**config.mk**
```make
export PLATFORM = sky130hd
export DESIGN_NAME = seg7_scan_ctrl
export DESIGN_NICKNAME = d
export VERILOG_FILES = /design/src/rtl/seg7_scan_ctrl.sv
export SDC_FILE = /design/constraint.sdc
export NUM_CORES = 1
export LEC_CHECK = 0
export BUFFER_PORTS_ARGS = -buffer_cell sky130_fd_sc_hd__buf_2
export CAP_MARGIN = 20
export CORE_MARGIN = 2
export CORE_UTILIZATION = 45
export DETAILED_ROUTE_END_ITERATION = 10
export PLACE_DENSITY = 0.71
export SYNTH_ARGS = -nofsm -noshare
export SYNTH_HDL_FRONTEND = slang
export SYNTH_SLANG_ARGS = --single-unit
```
**constraint.sdc**
```tcl
create_clock -name clk -period 2.5 [get_ports clk]
set_clock_uncertainty 0.05 [all_clocks]
set_input_delay 0.5 -clock clk [delete_from_list [all_inputs] [get_ports clk]]
set_output_delay 0.5 -clock clk [all_outputs]
set_load 0.01 [all_outputs]
```
**src/rtl/seg7_scan_ctrl.sv**
```systemverilog
// Multiplexed 7-segment scan controller with a tear-free shadow/commit handshake.
// Optional LEADING_ZERO_BLANK_EN: blank leading zero digits (digit 0 always shown).
module seg7_scan_ctrl #(
    parameter int DIGITS   = 4,
    parameter int PRESCALE = 50000,
    parameter int PW       = 16
) (
    input  logic                  clk,
    input  logic                  reset_n,
    input  logic                  enable,
    input  logic                  load,
    input  logic [4*DIGITS-1:0]   value,
    output logic [3:0]            dec_in,
    output logic [DIGITS-1:0]     anode_n,
    output logic                  pending,
    output logic                  frame_ack
);

    localparam int IW = (DIGITS > 1) ? $clog2(DIGITS) : 1;

    logic [PW-1:0]       count, count_next;
    logic [IW-1:0]       index, index_next;
    logic                running;
    logic [4*DIGITS-1:0] shown, shown_next, shadow;
    logic                tick, frame_end, commit;
    logic [3:0]          nibble_next;
    logic [DIGITS-1:0]   anode_next;

`ifdef LEADING_ZERO_BLANK_EN
    logic [DIGITS-1:0]   blank, blank_next, zero_mask;
    logic                all_zero;
`endif

    always_comb begin
        // running is low on the first enabled edge so slot 0 starts with a full prescale period
        tick       = running && enable && (count == PW'(PRESCALE - 1));
        frame_end  = tick && (index == IW'(DIGITS - 1));
        commit     = pending && (frame_end || !enable);
        count_next = '0;
        index_next = '0;
        if (enable && running) begin
            count_next = tick ? '0 : count + 1'b1;
            index_next = index;
            if (tick) begin
                index_next = frame_end ? '0 : index + 1'b1;
            end
        end
        shown_next  = commit ? shadow : shown;
        nibble_next = shown_next[{index_next, 2'b00} +: 4];
        anode_next  = ~(DIGITS'(1) << index_next);
    end

`ifdef LEADING_ZERO_BLANK_EN
    always_comb begin
        zero_mask = '0;
        all_zero  = 1'b1;
        for (int unsigned k = 0; k < DIGITS - 1; k++) begin
            all_zero                       = all_zero && (shadow[4*(DIGITS-1-k) +: 4] == 4'h0);
            zero_mask[DIGITS-1-k]          = all_zero;
        end
        blank_next = commit ? zero_mask : blank;
    end

    always_ff @(posedge clk or negedge reset_n) begin
        if (!reset_n) begin
            blank <= '0;
        end else begin
            blank <= blank_next;
        end
    end
`endif

    always_ff @(posedge clk or negedge reset_n) begin
        if (!reset_n) begin
            count     <= '0;
            index     <= '0;
            running   <= 1'b0;
            shown     <= '1;
            shadow    <= '1;
            pending   <= 1'b0;
            frame_ack <= 1'b0;
            anode_n   <= '1;
            dec_in    <= 4'hF;
        end else begin
            count     <= count_next;
            index     <= index_next;
            running   <= enable;
            shown     <= shown_next;
            if (load) begin
                shadow <= value;
            end
            pending   <= load || (pending && !commit);
            frame_ack <= commit;
            anode_n   <= enable ? anode_next : '1;
`ifdef LEADING_ZERO_BLANK_EN
            dec_in    <= !enable ? 4'hF : (blank_next[index_next] ? 4'hF : nibble_next);
`else
            dec_in    <= enable ? nibble_next : 4'hF;
`endif
        end
    end

endmodule
```
# Word level (Yosys, flattened, before mapping)
# Index checks and enable logic that the tools add are counted.
[classes] shifts=2 bitwise=1 reduce_logical=9 n_mux=8 eq_ne=2 n_addsub=2
[op_table] operator="$mux W16" n=3
[op_table] operator="$add A16 B1 Y16 const B" n=1
[op_table] operator="$eq A16 B16 Y1 const B" n=1
[op_table] operator="$shiftx A16 B5 Y4" n=1
[op_table] operator="$mux W4" n=2
[op_table] operator="$mux W2" n=3
[op_table] operator="$logic_and A1 B1 Y1" n=5
[op_table] operator="$not A4 Y4" n=1
[op_table] operator="$shl A1 B2 Y4 const A" n=1
[op_table] operator="$add A2 B1 Y2 const B" n=1
[op_table] operator="$eq A2 B2 Y1 const B" n=1
[op_table] operator="$logic_not A1 Y1" n=2
[op_table] operator="$logic_or A1 B1 Y1" n=2
[word_totals] word_cells=33 reg_bits=61 inputBits=20 out_inout_bits=10

# Logic depth before layout (Yosys ltp)
# Gate-level depths: netlist of the first run.
[depth] depth_word=9 ltp_mapped=10 mapped_depth_nobuf=8

# Worst setup path before layout of the first run
# OpenSTA, ideal clock, no wires.
[synth_timing] kind="register to register" start="register count[0]" end="register dec_in[2]" stages_incl_launch_ff=10 t_arrival_ns=1.967 setup_ns=0.094 path_slack_ns=0.389 synth_period_minus_slack_ns=2.111 t_required_ns=2.356 path_cell_list="dfrtp_1 -> ha_1 -> and3_1 -> buf_2 -> nand4_2 -> o21ai_4 -> buf_8 -> mux2_2 -> o22ai_1 -> o311ai_2"
[synth_between] elab_chain_len=8
[synth_lines] element="start: declaration" line="21" rtl="logic [PW-1:0] count, count_next;"
[synth_lines] element="start signal: assignment" line="85" rtl="count <= count_next;"
[synth_lines] element="$eq A16 B16 Y1" line="36" rtl="tick = running && enable && (count == PW'(PRESCALE - 1));"
[synth_lines] element="$logic_and A1 B1 Y1" line="36"
[synth_lines] element="$logic_and A1 B1 Y1" line="37" rtl="frame_end = tick && (index == IW'(DIGITS - 1));"
[synth_lines] element="$logic_or A1 B1 Y1" line="38" rtl="commit = pending && (frame_end || !enable);"
[synth_lines] element="$logic_and A1 B1 Y1" line="38"
[synth_lines] element="named net commit" line="25" rtl="logic tick, frame_end, commit;"
[synth_lines] element="$mux W16" line="48" rtl="shown_next = commit ? shadow : shown;"
[synth_lines] element="named net shown_next[10]" line="24" rtl="logic [4*DIGITS-1:0] shown, shown_next, shadow;"
[synth_lines] element="$shiftx A16 B5 Y4" line="49" rtl="nibble_next = shown_next[{index_next, 2'b00} +: 4];"
[synth_lines] element="$mux W4" line="98" rtl="dec_in <= enable ? nibble_next : 4'hF;"
[synth_lines] element="end signal: assignment" line="98"
[synth_lines] element="end: declaration" line="13" rtl="output logic [3:0] dec_in,"
# The timed path passes the listed nets, and every way through them passes these cells.
# A chain may end at the register's enable or synchronous reset.

# Worst setup path after layout of the first run
[layout_timing] start="register count[0]" end="register dec_in[3]"
[layout_between] elab_chain_len=8
[layout_lines] element="$eq A16 B16 Y1" line="36"
[layout_lines] element="$logic_and A1 B1 Y1" line="36"
[layout_lines] element="$logic_and A1 B1 Y1" line="37"
[layout_lines] element="$logic_or A1 B1 Y1" line="38"
[layout_lines] element="$logic_and A1 B1 Y1" line="38"
[layout_lines] element="$mux W16" line="48"
[layout_lines] element="named net shown_next[7]" line="24"
[layout_lines] element="$shiftx A16 B5 Y4" line="49"
[layout_lines] element="$mux W4" line="98"
# The timed path passes the listed nets, and every way through them passes these cells.

==> impl_metrics.tcl, run 1 <==
set metrics [dict create \
    cap_violations 0 \
    syn_nets 235 \
    grt_max_degree 62 \
    hp-class "primary input to asynchronous set/reset pin" \
    post_drt_wl_per_cell_um 15.0 \
    cp_slowest_cell "o21ai_4" \
    syn_inst 213 \
    tightest_slew_ns 0.611 \
    io_pins 30 \
    ys_ff_latch 61 \
    vdd_drop_max_mv 0.414 \
    die_y_um 82.3 \
    ant_nets 0 \
    drc 0 \
    crit_chain "ha_1, and3_1, nand4_2, o21ai_4, buf_4, mux2_2, nor2_1, o311ai_1" \
    end_kind "register" \
    finalCriticalPeriod_ns 2.31 \
    fin_crit_sh_pct 92.3 \
    insertion_delay_ns 0.34 \
    cts_hold_buf 0 \
    cts_sinks 61 \
    grt_pass1_vias 1696 \
    port_buffers 29 \
    cts_resized 0 \
    yosys_most_used_dff "dfstp_2" \
    seq_area_frac_synth_pct 57.1 \
    post-dp-hpwl_um 3350 \
    p_leak_nw 1.35 \
    via_per_inst 5.08 \
    rsz0062_at_grt "no" \
    start_kind "register" \
    synth.distinct_cells 44 \
    preCtsSetupSlack_ns 0.166 \
    synth-edff-count 0 \
    die-area_um2 6780 \
    ys_async_sr_fraction_pct 100 \
    post_cts_buffers 0 \
    cts.path.max_buffers 2 \
    vias 1682 \
    grt_pass1_wl_um 8420 \
    relSlewSlack_pct 59.1 \
    design.core.area_um2 5920 \
    hold_viol 0 \
    post_synth.cell_area_avg_um2 13.0 \
    cp_slowest_stage_delay_ns 0.40 \
    netlist_area_um2 2760 \
    first_pass_iters 4 \
    drv_slew 0 \
    power_per_cell_area_nw_per_um2 714 \
    gp_congestion 0.778 \
    htree_num_levels 3 \
    crit_path_max_fanout 11 \
    n_antenna_cell 0 \
    cts_tree "yes" \
    numCtsBuffers 9 \
    setup_viol 0 \
    gr-total-overflow 0 \
    path_class "register to register" \
    setup_slack_ns 0.193 \
    antenna_found_initial 0 \
    r2r_setup_slack_ns 0.19 \
    area_growth_pct 15.9 \
    status "completed" \
    arrival_ns 2.49 \
    ys_warn_count 0 \
    initial_core_util_pct 46.6 \
    finalSetupTns_ns 0 \
    cts_root_buf "clkbuf_8" \
    cp.required_ns 2.69 \
    drive_gt1_share_pct 51.2 \
    path_clk_slew_ns 0.07 \
    grt_usage_pct 17.2 \
    drt_iter0_drc 122 \
    wl_um 4970 \
    layout.nets 273 \
    die_x_um 82.3 \
    fmax_mhz 433 \
    rows 28 \
]
-- critical path: cells and delay by family, from the launching register on --
kind                     cells  cell delay (ns)
AO/OA/AOI/OAI                2             0.52
AND/OR/NAND/NOR              3             0.51
buffers and inverters        1             0.23
adder cells (fa/ha/maj)      1             0.18
flip-flops                   1             0.37
multiplexers                 1             0.35
-- metrics by stage --
step | cell area (um2) | hold slack (ns) | util, % | power, mW | instances
2_1_floorplan | 2760 | 0.154 | - | 1.34 | 213
5_1_grt | 3200 | 0.110 | 54.0 | 2.40 | 331
6_report | 3200 | 0.0959 | 54.0 | 2.28 | 331
3_3_place_gp | 3000 | 0.388 | 50.7 | 1.43 | 315
4_1_cts | 3200 | 0.109 | 54.0 | 2.31 | 331
3_5_place_dp | 3000 | 0.401 | 50.7 | 1.43 | 315
-- synthesized netlist by cell type (2+ instances only) --
cell      number  area share (%)
mux2_2        25              10
nor2_1        22             3.0
clkbuf_1       2            0.27
xor2_1         6             1.9
o22ai_1        2            0.45
nand3_1        8             1.4
and3b_1        2            0.63
a21oi_1        2            0.36
nor2_2         2            0.45
and4bb_1       2            0.91
inv_1          4            0.54
o221a_2        2            0.82
o311ai_2       3             1.8
buf_2          2            0.36
and3_1         6             1.4
o21ai_0        3            0.54
dfstp_2       40              38
or3_1          2            0.45
and2_1         3            0.68
nand2_1       11             1.5
dfrtp_1       21              19
a211o_1        2            0.63
ha_1           2            0.91
xnor2_1        6             1.9
mux2_1         2            0.82
nor3_1         2            0.36
and4_1         2            0.63
nand2b_1       3            0.68
buf_6          2            0.82
mux2i_1        8             2.9
-- power breakdown --
group | switching [mW] | internal (mW) | total (mW)
Clock | 0.405 | 0.462 | 0.867
Combinational | 0.118 | 0.118 | 0.237
Sequential | 0.0397 | 1.14 | 1.18
-- cells by family after synthesis --
kind of cell             Yosys count  share of synthesized area (%)
AND/OR/NAND/NOR                   70                           14.2
flip-flops                        61                           57.1
multiplexers                      37                           15.0
AO/OA/AOI/OAI                     18                           6.07
buffers and inverters             13                           2.99
XOR/XNOR                          12                           3.81
adder cells (fa/ha/maj)            2                          0.906
-- cell usage in the layout, fill, tap and decap left out, drive strengths merged, types with 8 or more instances in the layout --
cell type | netlist | final
buf | 6 | 35
clkbuf | 2 | 9
dfrtp | 21 | 21
dfstp | 40 | 40
mux2 | 28 | 28
mux2i | 9 | 9
nand2 | 11 | 11
nand3 | 8 | 8
nor2 | 24 | 24
-- path summary, 6_finish.rpt --
check	startpoint	cells past startpoint	to
worst min register to register	count[0]	1	count[0]
min in group clk	value[8]	2	shadow[8]
max in group asynchronous	reset_n	2	shown[2]
worst min-delay path	reset_n	2	pending
worst max register to register	count[0]	8	dec_in[3]
worst max-delay path	count[0]	8	dec_in[3]
-- per-layer routing --
layer,vias to the layer above,track usage [%],share of wire (%)
met5,-,0,0
met4,0,7.00,1.1
met2,25,24.6,45
met3,4,5.87,3.9
met1,827,23.9,49
li1,826,-,-
-- flip-flops by register name, summed over array words and instances (netlist names) --
name / cells
dec_in: 4
shown: 16
anode_n: 4
index: 2
running: 1
count: 16
pending: 1
frame_ack: 1
shadow: 16
-- final cells by class --
type,instances,area (um2)
inverter,5,23.8
clock buffer,9,124
tap,75,93.8
fill,521,2720
timing repair buffer,35,203
multi-input combinational,139,1100
sequential,61,1580
clock inverter,7,76.3
No activity file was read; power rests on OpenSTA's default activity.
==> run 2: changes to the inputs <==
--- a/config.mk
+++ b/config.mk
@@ -7,7 +7,7 @@
 export LEC_CHECK = 0
 export BUFFER_PORTS_ARGS = -buffer_cell sky130_fd_sc_hd__buf_2
 export CAP_MARGIN = 20
-export CORE_MARGIN = 2
+export CORE_MARGIN = 4
 export CORE_UTILIZATION = 45
 export DETAILED_ROUTE_END_ITERATION = 10
 export PLACE_DENSITY = 0.71
==> run 2 against run 1 <==
Effect of this change:
- fmax about the same
- die area increased by 10%
- clock power decreased by 0.8%
- critical endpoint is now dec_in[2]
- power decreased by 0.38%
- via count increased by 2.6%
- global-route usage decreased by 2.1 points
- count of clock-buffer cells in the layout increased by 5
- design area decreased by 0.20%
- combinational power decreased by 2%
- first-iteration DRC count decreased by 43%
- register-to-register slack about the same
- critical path depth unchanged
==> impl_metrics.tcl, run 2 (synthesized netlist as in run 1, its figures left out) <==
set metrics [dict create \
    status "completed" \
    fin_hold_ws_ns 0.111 \
    rsz0062_at_grt "no" \
    cts_tree "yes" \
    die-area_um2 7450 \
    tightest_slew_ns 0.649 \
    vdd_drop_max_mv 0.312 \
    preCtsSetupSlack_ns 0.185 \
    busiest_layer "met2" \
    grt_pass1_vias 1781 \
    numCtsBuffers 9 \
    setup_slack_ns 0.194 \
    cp_slowest_stage_delay_ns 0.36 \
    multiInputGateArea_um2 1100 \
    layout.nets 273 \
    cts_sinks 61 \
    insertion_delay_ns 0.33 \
    htree_num_levels 3 \
    setup_viol 0 \
    port_buffers 29 \
    drv_slew 0 \
    power_per_cell_area_nw_per_um2 712 \
    relSlewSlack_pct 56.6 \
    fillCellCount 511 \
    cts_root_buf "clkbuf_8" \
    layout_commonest_cell "dfstp_2" \
    hold_viol 0 \
    arrival_ns 2.49 \
    io_pins 30 \
    gp_congestion 0.799 \
    die_y_um 86.3 \
    finalCriticalPeriod_ns 2.31 \
    drt_iter0_drc 69 \
    globalRouteMet2Util_pct 22.7 \
    fin_crit_sh_pct 92.2 \
    rows 28 \
    path_clk_slew_ns 0.06 \
    fmax_mhz 434 \
    first_pass_iters 4 \
    end_kind "register" \
    ant_nets 0 \
    grt_max_degree 62 \
    drive_gt1_share_pct 50.2 \
    final_util_pct 53.9 \
    design.core.area_um2 5920 \
    finalSetupTns_ns 0 \
    cap_violations 0 \
    hp-class "primary input to asynchronous set/reset pin" \
    layout_common_cells "dfstp_2, buf_2, mux2_2" \
    seqCellArea_um2 1580 \
    grt_use_met3_pct 4.75 \
    grt_usage_pct 15.2 \
    cp_slowest_cell "dfrtp_1" \
    post_drt_wl_per_cell_um 15.4 \
    n_antenna_cell 0 \
    cts.path.max_buffers 2 \
    initial_core_util_pct 46.6 \
    crit_path_max_fanout 10 \
    start_kind "register" \
    use_met1_pct 20.0 \
    power.total_mw 2.27 \
    cp.required_ns 2.69 \
    cts_hold_buf 0 \
    crit_chain "ha_1, and3_1, and4_2, mux2i_1, or2_4, clkinv_4, o22ai_1, o311ai_2" \
    p_leak_nw 1.35 \
    drc 0 \
    reg_top3 "count x16, shadow x16, shown x16" \
    via_per_inst 5.23 \
    grt_pass1_wl_um 8590 \
    die_x_um 86.3 \
    gr-total-overflow 0 \
    area_growth_pct 15.6 \
    wl_um 5090 \
    post-dp-hpwl_um 3480 \
    path_class "register to register" \
    vias 1725 \
    antenna_found_initial 0 \
]
## run 2: where the power goes
part	switching, mW	leakage, nW	internal (mW)	total (mW)
clock network	0.349	0.0968	0.511	0.860
registers	0.0422	0.706	1.14	1.18
logic	0.114	0.552	0.118	0.232
## run 2: layout make-up
type	instances	area share [%]
clock buffer	14	5.09
clock inverter	1	0.940
inverter	5	0.745
multi-input combinational	139	34.6
sequential	61	49.4
tap	75	2.94
timing repair buffer	35	6.35
## run 2: metrics by stage
step / instances / instance area, um2
finish: 330 / 3190
detailed placement: 315 / 3000
global route: 330 / 3190
floorplan: 213 / 2760
global placement: 315 / 3000
CTS: 330 / 3190
## run 2: what timing repair did
item                       4_1_cts  5_1_grt
resized for setup                0        1
buffers inserted                 0        0
setup endpoints to repair        0        2
hold endpoints to repair         0        0
## run 2: critical path, delay by kind of cell (launching register included)
kind            cells  cell delay [ns]
compound gates      2             0.45
mux                 1             0.27
simple gates        3             0.80
flops               1             0.36
fa+ha+maj           1             0.18
buf+inv             1             0.11
## run 2: final timing paths
| kind | startpoint | end | slack [ns] | cells after the start |
|---|---|---|---|---|
| worst max-delay path | count[0] | dec_in[2] | 0.19 | 8 |
| worst min-delay path | reset_n | count[10] | 0.11 | 2 |
| worst max register to register | count[0] | dec_in[2] | 0.19 | 8 |
| worst min register to register | count[0] | count[0] | 0.40 | 1 |
| max in group asynchronous | reset_n | anode_n[1] | 1.97 | 2 |
| min in group clk | value[14] | shadow[14] | 0.34 | 2 |
## run 2: per-layer routing
metal / wire length, um / vias up
met3: 253 / 11
met1: 2340 / 856
met2: 2390 / 33
li1: - / 825
met4: 114 / 0
met5: 0 / -
==> run 3: changes to the inputs <==
==> config.mk (replaced) <==
export PLATFORM = sky130hd
export DESIGN_NAME = seg7_scan_ctrl
export DESIGN_NICKNAME = d
export VERILOG_FILES = /design/src/rtl/seg7_scan_ctrl.sv
export SDC_FILE = /design/constraint.sdc
export NUM_CORES = 1
export LEC_CHECK = 0
export ABC_CLOCK_PERIOD_IN_PS = 2500
export CAP_MARGIN = 20
export CORE_MARGIN = 4
export CORE_UTILIZATION = 45
export DETAILED_ROUTE_END_ITERATION = 10
export DONT_BUFFER_PORTS = 1
export PLACE_DENSITY = 0.67
export SYNTH_ARGS = -nofsm -noshare
export SYNTH_HDL_FRONTEND = slang
export SYNTH_SLANG_ARGS = --single-unit
==> run 3 against run 2 <==
Effect of this change:
- register-to-register slack better by 0.03 ns
- power is 0.66% lower
- critical endpoint is now dec_in[3]
- sequential power hardly changed
- global-route usage is 0.47 points lower
- sequential share of layout area is 2.0 points higher
- sequential cell count stayed put
==> impl_metrics.tcl, run 3 (synthesized netlist as in run 1, its figures left out) <==
set metrics [dict create \
    post_drt_wl_per_cell_um 16.4 \
    whs_path_depth 0 \
    path_class "register to register" \
    cts_sinks 61 \
    stdcell_area_um2 3070 \
    fillCellCount 516 \
    drive_gt1_share_pct 44.7 \
    initial_core_util_pct 46.6 \
    end_kind "register" \
    p_leak_nw 1.25 \
    layout_common_cells "dfstp_2, mux2_2, nor2_1" \
    hp-class "primary input to register" \
    io_pins 30 \
    finalCriticalPeriod_ns 2.28 \
    htree_num_levels 3 \
    rsz0062_at_grt "no" \
    via_per_inst 5.30 \
    vdd_drop_max_mv 0.368 \
    area_growth_pct 11.2 \
    grt_pass1_vias 1669 \
    cap_violations 0 \
    first_pass_iters 4 \
    grt_max_degree 62 \
    rows 28 \
    gp_congestion 0.783 \
    drt_iter0_drc 79 \
    ant_nets 0 \
    cts_root_buf "clkbuf_8" \
    cts_tree "yes" \
    drc 0 \
    arrival_ns 2.48 \
    design.core.area_um2 5920 \
    tightest_slew_ns 0.608 \
    grt_usage_pct 14.7 \
    ff2ff_path_depth 7 \
    gr-total-overflow 0 \
    die-area_um2 7450 \
    fin_crit_sh_pct 91.2 \
    start_kind "register" \
    crit_path_max_fanout 10 \
    insertion_delay_ns 0.34 \
    n_antenna_cell 0 \
    relSlewSlack_pct 59.4 \
    antenna_found_initial 0 \
    layout_commonest_cell "dfstp_2" \
    cp.required_ns 2.70 \
    fin_hold_ws_ns 0.136 \
    crit_chain "ha_1, and3_1, and4_1, mux2i_2, buf_4, nor2_1, o311ai_1" \
    cts_resized 0 \
    r2r_start "count[0]" \
    r2r_setup_slack_ns 0.22 \
    status "completed" \
    fmax_mhz 439 \
    hold_viol 0 \
    cp_slowest_stage_delay_ns 0.50 \
    hold_start "enable" \
    r2r_end "dec_in[3]" \
    power_per_cell_area_nw_per_um2 736 \
    post-dp-hpwl_um 3190 \
    min_to "running" \
    cts.path.max_buffers 2 \
    cp_slowest_cell "mux2i_2" \
    layout.nets 245 \
    grt_pass1_wl_um 8180 \
    placed_area_um2 2830 \
    setup_viol 0 \
    die_y_um 86.3 \
    numCtsBuffers 9 \
    drv_slew 0 \
    finalSetupTns_ns 0 \
    port_buffers 0 \
    vias 1606 \
    die_x_um 86.3 \
    path_clk_slew_ns 0.07 \
    wl_um 4970 \
    reg_top3 "count x16, shadow x16, shown x16" \
]
-- run 3: through the flow --
step           total power [mW]  setup WS, ns  instances  util, %
3_3_place_gp               1.37         0.294        285     47.9
3_5_place_dp               1.38         0.246        285     47.9
4_1_cts                    2.29         0.229        303     51.9
5_1_grt                    2.36        0.0336        303     51.9
2_1_floorplan              1.34         0.389        213        -
6_report                   2.26         0.221        303     51.9
-- run 3: repair_timing --
item	in CTS	in global routing
setup endpoints to repair	0	0
hold endpoints to repair	61	0
hold buffers	2	0
buffers inserted	0	0
-- run 3: layout make-up --
| cell class | instances | area, um2 | share of cell area [%] |
|---|---|---|---|
| sequential | 61 | 1580 | 51.3 |
| multi-input combinational | 139 | 1100 | 35.9 |
| clock buffer | 9 | 124 | 4.03 |
| tap | 75 | 93.8 | 3.06 |
| clock inverter | 7 | 75.1 | 2.44 |
| timing repair buffer | 7 | 75.1 | 2.44 |
| inverter | 5 | 23.8 | 0.774 |
-- run 3: how the worst max path moves through the flow --
stage                         from   endpoint  slack, ns  cells after the start
after CTS                 count[0]  dec_in[3]       0.23                      7
after global placement    count[0]  dec_in[3]       0.29                      8
after detailed placement  count[0]  dec_in[3]       0.25                      7
after floorplan           count[0]  dec_in[2]       0.39                      9
after global routing      count[0]  dec_in[3]       0.03                      8
final                     count[0]  dec_in[3]       0.22                      7
-- run 3: worst max-delay path, delay by kind of cell (launching register included) --
kind / cells / cell delay (ns)
fa+ha+maj: 1 / 0.18
compound gates: 1 / 0.25
flops: 1 / 0.36
simple gates: 3 / 0.62
buf+inv: 1 / 0.23
mux: 1 / 0.50
-- run 3: power by group --
part | internal, mW | switching [mW]
clock | 0.463 | 0.412
combinational | 0.103 | 0.0942
sequential | 1.14 | 0.0470
total | 1.71 | 0.554
-- run 3: routing by layer --
layer,up-vias,track usage [%],share of wire [%]
li1,765,-,-
met1,803,19.1,47
met2,31,21.8,47
met3,7,5.51,5.0
met4,0,6.80,1.5
met5,-,0,0
